===== src/rtl/trp_wbuf.sv =====
// Write-side buffer between the transpose engine and the shared buffer write port.
// Optional same-cycle bypass when the FIFO is empty: define TRP_WBUF_BYPASS_EN.
module trp_wbuf #(
  parameter int AW    = 16,
  parameter int BUFFD = 64,
  parameter int DEPTH = 4,
  parameter int CNTW  = 16
) (
  input  logic                 clk,
  input  logic                 reset,
  input  logic                 init_pulse,
  input  logic [CNTW-1:0]      wr_total,
  input  logic [AW-1:0]        in_waddr,
  input  logic [BUFFD*8-1:0]   in_wdata,
  input  logic                 in_wvld,
  output logic [AW-1:0]        mem_waddr,
  output logic [BUFFD*8-1:0]   mem_wdata,
  output logic                 mem_wvld,
  input  logic                 mem_wrdy,
  output logic                 busy,
  output logic                 done,
  output logic                 ovf_err,
  output logic [CNTW-1:0]      wr_cnt
);

  localparam int DW = BUFFD * 8;
  localparam int EW = AW + DW;
  localparam int PW = $clog2(DEPTH);
  localparam logic [PW:0] OCC_FULL = (PW+1)'(DEPTH);

  typedef enum logic [1:0] {S_IDLE, S_RUN, S_DRAIN, S_DONE} state_t;

  state_t          state_q, state_d;
  logic [EW-1:0]   fifo_q [DEPTH];
  logic [PW-1:0]   wr_ptr_q, wr_ptr_d, rd_ptr_q, rd_ptr_d;
  logic [PW:0]     occ_q, occ_d;
  logic [CNTW-1:0] total_q, total_d, in_cnt_q, in_cnt_d, wr_cnt_q, wr_cnt_d;
  logic            ovf_q, ovf_d;

  logic            fifo_empty, fifo_full, accept, fifo_push, fifo_pop, mem_hs;
  logic [EW-1:0]   head, port_entry;

  assign fifo_empty = (occ_q == '0);
  assign fifo_full  = (occ_q == OCC_FULL);
  assign accept     = (state_q == S_RUN) && in_wvld && !init_pulse && (in_cnt_q != total_q);
  assign head       = fifo_q[rd_ptr_q];

`ifdef TRP_WBUF_BYPASS_EN
  // Bypass is held off in the first RUN cycle so a restart never shows a beat immediately.
  logic init_q, init_d, bypass;
  assign bypass    = accept && fifo_empty && !init_q;
  assign mem_wvld  = !fifo_empty || bypass;
  assign fifo_pop  = !fifo_empty && mem_wrdy;
  assign mem_hs    = mem_wvld && mem_wrdy;
  assign fifo_push = accept && !(bypass && mem_wrdy) && (!fifo_full || fifo_pop);

  always_comb begin
    port_entry = '0;
    if (bypass)
      port_entry = {in_waddr, in_wdata};
    else if (!fifo_empty)
      port_entry = head;
  end
`else
  assign mem_wvld  = !fifo_empty;
  assign fifo_pop  = !fifo_empty && mem_wrdy;
  assign mem_hs    = fifo_pop;
  assign fifo_push = accept && (!fifo_full || fifo_pop);

  always_comb begin
    port_entry = '0;
    if (!fifo_empty)
      port_entry = head;
  end
`endif

  assign mem_waddr = port_entry[EW-1:DW];
  assign mem_wdata = port_entry[DW-1:0];
  assign ovf_err   = ovf_q;
  assign wr_cnt    = wr_cnt_q;

  always_ff @(posedge clk) begin
    if (reset)
      state_q <= S_IDLE;
    else
      state_q <= state_d;
  end

  always_comb begin
    state_d = state_q;
    case (state_q)
      S_IDLE:  state_d = S_IDLE;
      S_RUN:   if (in_cnt_q == total_q) state_d = S_DRAIN;
      S_DRAIN: if (fifo_empty) state_d = S_DONE;
      S_DONE:  state_d = S_IDLE;
      default: state_d = S_IDLE;
    endcase
    if (init_pulse)
      state_d = S_RUN;
  end

  always_comb begin
    busy = (state_q == S_RUN) || (state_q == S_DRAIN);
    done = (state_q == S_DONE);
  end

  // A dropped beat still advances in_cnt so an overflowing job terminates.
  always_comb begin
    wr_ptr_d = wr_ptr_q;
    rd_ptr_d = rd_ptr_q;
    occ_d    = occ_q;
    total_d  = total_q;
    in_cnt_d = in_cnt_q;
    wr_cnt_d = wr_cnt_q;
    ovf_d    = ovf_q;
`ifdef TRP_WBUF_BYPASS_EN
    init_d   = init_pulse;
`endif
    if (init_pulse) begin
      wr_ptr_d = '0;
      rd_ptr_d = '0;
      occ_d    = '0;
      total_d  = wr_total;
      in_cnt_d = '0;
      wr_cnt_d = '0;
      ovf_d    = 1'b0;
    end else begin
      if (fifo_push) wr_ptr_d = wr_ptr_q + 1'b1;
      if (fifo_pop)  rd_ptr_d = rd_ptr_q + 1'b1;
      if (fifo_push && !fifo_pop)
        occ_d = occ_q + 1'b1;
      else if (!fifo_push && fifo_pop)
        occ_d = occ_q - 1'b1;
      if (accept) in_cnt_d = in_cnt_q + 1'b1;
      if (accept && fifo_full && !fifo_pop) ovf_d = 1'b1;
      if (mem_hs && (wr_cnt_q != '1)) wr_cnt_d = wr_cnt_q + 1'b1;
    end
  end

  always_ff @(posedge clk) begin
    if (reset) begin
      wr_ptr_q <= '0;
      rd_ptr_q <= '0;
      occ_q    <= '0;
      total_q  <= '0;
      in_cnt_q <= '0;
      wr_cnt_q <= '0;
      ovf_q    <= 1'b0;
`ifdef TRP_WBUF_BYPASS_EN
      init_q   <= 1'b0;
`endif
    end else begin
      wr_ptr_q <= wr_ptr_d;
      rd_ptr_q <= rd_ptr_d;
      occ_q    <= occ_d;
      total_q  <= total_d;
      in_cnt_q <= in_cnt_d;
      wr_cnt_q <= wr_cnt_d;
      ovf_q    <= ovf_d;
`ifdef TRP_WBUF_BYPASS_EN
      init_q   <= init_d;
`endif
    end
  end

  // Storage carries no reset; contents are only visible behind a nonzero occupancy.
  always_ff @(posedge clk) begin
    if (fifo_push)
      fifo_q[wr_ptr_q] <= {in_waddr, in_wdata};
  end

endmodule

===== config.mk =====
export PLATFORM = sky130hd
export DESIGN_NAME = trp_wbuf
export DESIGN_NICKNAME = d
export VERILOG_FILES = /design/src/rtl/trp_wbuf.sv
export SDC_FILE = /design/constraint.sdc
export NUM_CORES = 2
export LEC_CHECK = 0
export CORE_UTILIZATION = 27
export CTS_CLUSTER_SIZE = 10
export DETAILED_ROUTE_END_ITERATION = 12
export PLACE_DENSITY = 0.42
export SLEW_MARGIN = 20
export SYNTH_ARGS = -nofsm -noshare
export SYNTH_HDL_FRONTEND = slang
export SYNTH_SLANG_ARGS = --single-unit

===== constraint.sdc =====
create_clock -name clk -period 21.6 [get_ports clk]
set_input_delay 6.48 -clock clk [delete_from_list [all_inputs] [get_ports clk]]
set_output_delay 6.48 -clock clk [all_outputs]
set_load 0.005 [all_outputs]

==> out/qor.txt <==
Synth Net Count -> 4242
number of routed nets with antenna violations -> 0
post-route total power -> 0.009172 W
launching point of the worst reg2reg path -> in_cnt_q[5]
DRC -> 0
Crit path required time -> 15.12 ns
Root Driver -> clkbuf_16
FFs w/ async S/R, synth -> 0
synthesized cell area -> 0.08237 mm²
Starting Density -> 0.2718
Die Y -> 554.3 µm
die width -> 554.3 µm
Avg Inst Size Synth -> 22.37 µm²
critical path type -> reg2out
WP data arrival -> 5.36 ns
global-route wire length before repair -> 335200 µm
Max FO, Critical Path -> 77
worst skew pair latency -> 0.86 ns
number of flops mapped to enable cells by yosys -> 2112
DR vias -> 40760
RSZ-0062 raised after global routing -> no
PD cells -> 86.88 mW/mm²
post-CTS resize count -> 0
Worst-path clk slew -> 0.06 ns
clock sinks -> 2172
Worst Skew -> 0.03357 ns
Final TNS setup -> 0 ns
Num CTS Buffers -> 265
post-synthesis cell count -> 3682
clock buffer depth -> 4
most frequent cell on the critical path -> buf_4
Setup Fix Bufs, Post-CTS -> 0
Final Net Count -> 5476
crit path max-delay cell type -> buf_4
Max Clock Freq -> 0.08443 GHz
Critical Path Source Type -> flop
GP Congestion -> 0.7583
Hold Startpoint -> in_cnt_q[15]
largest net degree at the start of global routing -> 185
Slew Viols, Final -> 0
row count -> 202
top cells by area, synth -> edfxtp_1 77%, mux4_2 14%, and2_1 4.1%
CTS tree -> built
routed len/inst -> 26.45 µm
top cell type's share of synthesized area -> 0.7700
CP max stage delay -> 0.90 ns
layout cells sized above 1 -> 0.1801
# port buffers -> 1096
initial antenna violation count -> 111
hpwl dp -> 150800 µm
hold_ws -> 0.4793 ns
Total GRT Usage -> 0.1513
setup violators final -> 0
measured slew at the worst slew-check pin -> 1.142 ns
Routed WL -> 238700 µm
Max-slew headroom -> 0.2388
Die ar. -> 0.3073 mm²
Hold Crit Class -> reg2reg
first drt pass iteration count -> 8
Yosys warnings -> 0
#FFs+latches synth -> 2172
final hold violation count -> 0
Lkg Pwr -> 32.46 nW
element type at the critical path end -> output port
Layout area overhead -> 28.18%
Yosys cell types -> 46
status -> completed
I/O pins -> 1097
number of global-route vias before repair -> 43210
shortest period the worst path allows -> 11.84 ns
max_cap viols -> 0
grt ovf -> 0
Seq/Total Area, Yosys -> 0.7846
htree depth -> 5
DR iter-0 viols -> 2680
period utilization -> 0.5483
Worst VDD drop -> 0.06527 mV
routed vias/inst -> 4.517
leading area contributor after synthesis -> edfxtp_1
Cell Chain, Critical Path -> buf_12 -> buf_4 -> buf_4 -> mux4_2 -> and2_1 -> clkdlybuf4s50_1
Core Region -> 0.3030 mm²
most used flip-flop cell after synthesis -> edfxtp_1
Post-CTS Hold Buffers -> 0
metal layers:
| layer | global-route usage | share of wire | up-vias |
|---|---|---|---|
| li1 | - | - | 17500 |
| met1 | 0.1829 | 0.40 | 21490 |
| met2 | 0.2540 | 0.49 | 1218 |
| met3 | 0.05544 | 0.083 | 480 |
| met4 | 0.03886 | 0.026 | 78 |
| met5 | 0 | 0.0020 | - |
sequential cells by signal (all words and copies together), names as in the netlist, named ones only:
name,flops
state_q,2
ovf_err,1
wr_cnt,16
in_cnt_q,16
wr_ptr_q,2
occ_q,3
total_q,16
fifo_q,2112
rd_ptr_q,2
cells by family after synthesis:
logic type               count (synthesis)  synth area share
flip-flops                            2172            0.7846
AND/OR/NAND/NOR                        669           0.04932
multiplexers                           550            0.1470
buffers and inverters                  204           0.01036
AO/OA/AOI/OAI                           45          0.003631
XOR/XNOR                                31          0.003296
adder cells (fa/ha/maj)                 11          0.001762
power by group:
part           switching (W)  internal, W  total [W]
Clock                0.00167      0.00227    0.00394
Combinational       0.000266     0.000289   0.000556
Sequential        0.00000983      0.00466    0.00467
Total                0.00194      0.00723    0.00917
cells in the final DEF (no fill, tap or decap), types with 11 or more instances in the layout:
cell type,instances
edfxtp_1,2112
clkdlybuf4s50_1,1096
and2_1,531
mux4_2,528
clkbuf_16,270
clkbuf_1,68
dfxtp_1,58
buf_4,55
nor2_1,43
xor2_1,30
mux2i_1,22
nand2_1,21
diode_2,17
clkinv_1,17
nand3_1,13
a21oi_1,11
synth_stat cells (2+ instances only):
| cell | instances |
|---|---|
| a21oi_1 | 11 |
| a31oi_1 | 5 |
| a41o_1 | 4 |
| and2_1 | 535 |
| and3_1 | 9 |
| and4_1 | 4 |
| buf_1 | 18 |
| buf_2 | 55 |
| buf_6 | 2 |
| clkbuf_1 | 118 |
| dfxtp_1 | 60 |
| edfxtp_1 | 2112 |
| ha_1 | 10 |
| inv_1 | 9 |
| mux2i_1 | 22 |
| mux4_2 | 528 |
| nand2_1 | 21 |
| nand3_1 | 13 |
| nand4_1 | 9 |
| nor2_1 | 43 |
| nor3_1 | 4 |
| nor3_4 | 2 |
| nor4_1 | 6 |
| o211ai_1 | 4 |
| o21a_1 | 2 |
| o21ai_0 | 7 |
| o31ai_1 | 7 |
| or2_2 | 3 |
| or3_1 | 7 |
| or4_1 | 7 |
| xor2_1 | 30 |
worst max-delay path: cells and delay by family (launching register included):
family / cells / cell delay, ns
buf+inv: 4 / 2.83
flops: 1 / 0.71
mux: 1 / 0.60
simple gates: 1 / 0.17
per-stage QoR:
step                setup WS, ns  instance area (µm²)  std cells  utilization
floorplan                  1.303                82370       3682            -
global placement           9.897                98130       8627       0.3238
detailed placement         9.884                98130       8627       0.3238
CTS                        9.250               105500       9008       0.3482
global route               9.171               105500       9011       0.3483
finish                     9.756               105600       9025       0.3484
path summary, 6_finish.rpt:
check / slack, ns / depth (start not counted) / end
setup / recovery: 9.76 / 6 / mem_wdata[29]
setup reg to reg: 16.55 / 8 / fifo_q[1][459]
hold / removal: 0.48 / 2 / in_cnt_q[15]
hold reg to reg: 0.48 / 2 / in_cnt_q[15]
cell type report:
type / instances / area [µm²]
fill: 28410 / 197500
clock inverter: 42 / 371.6
multi-input combinational: 1306 / 16910
timing repair buffer: 1161 / 11580
clock buffer: 339 / 7025
tap: 3978 / 4977
inverter: 10 / 37.54
antenna: 17 / 42.54
sequential: 2172 / 64630
Note: power is estimated with default switching activity, not from simulation.
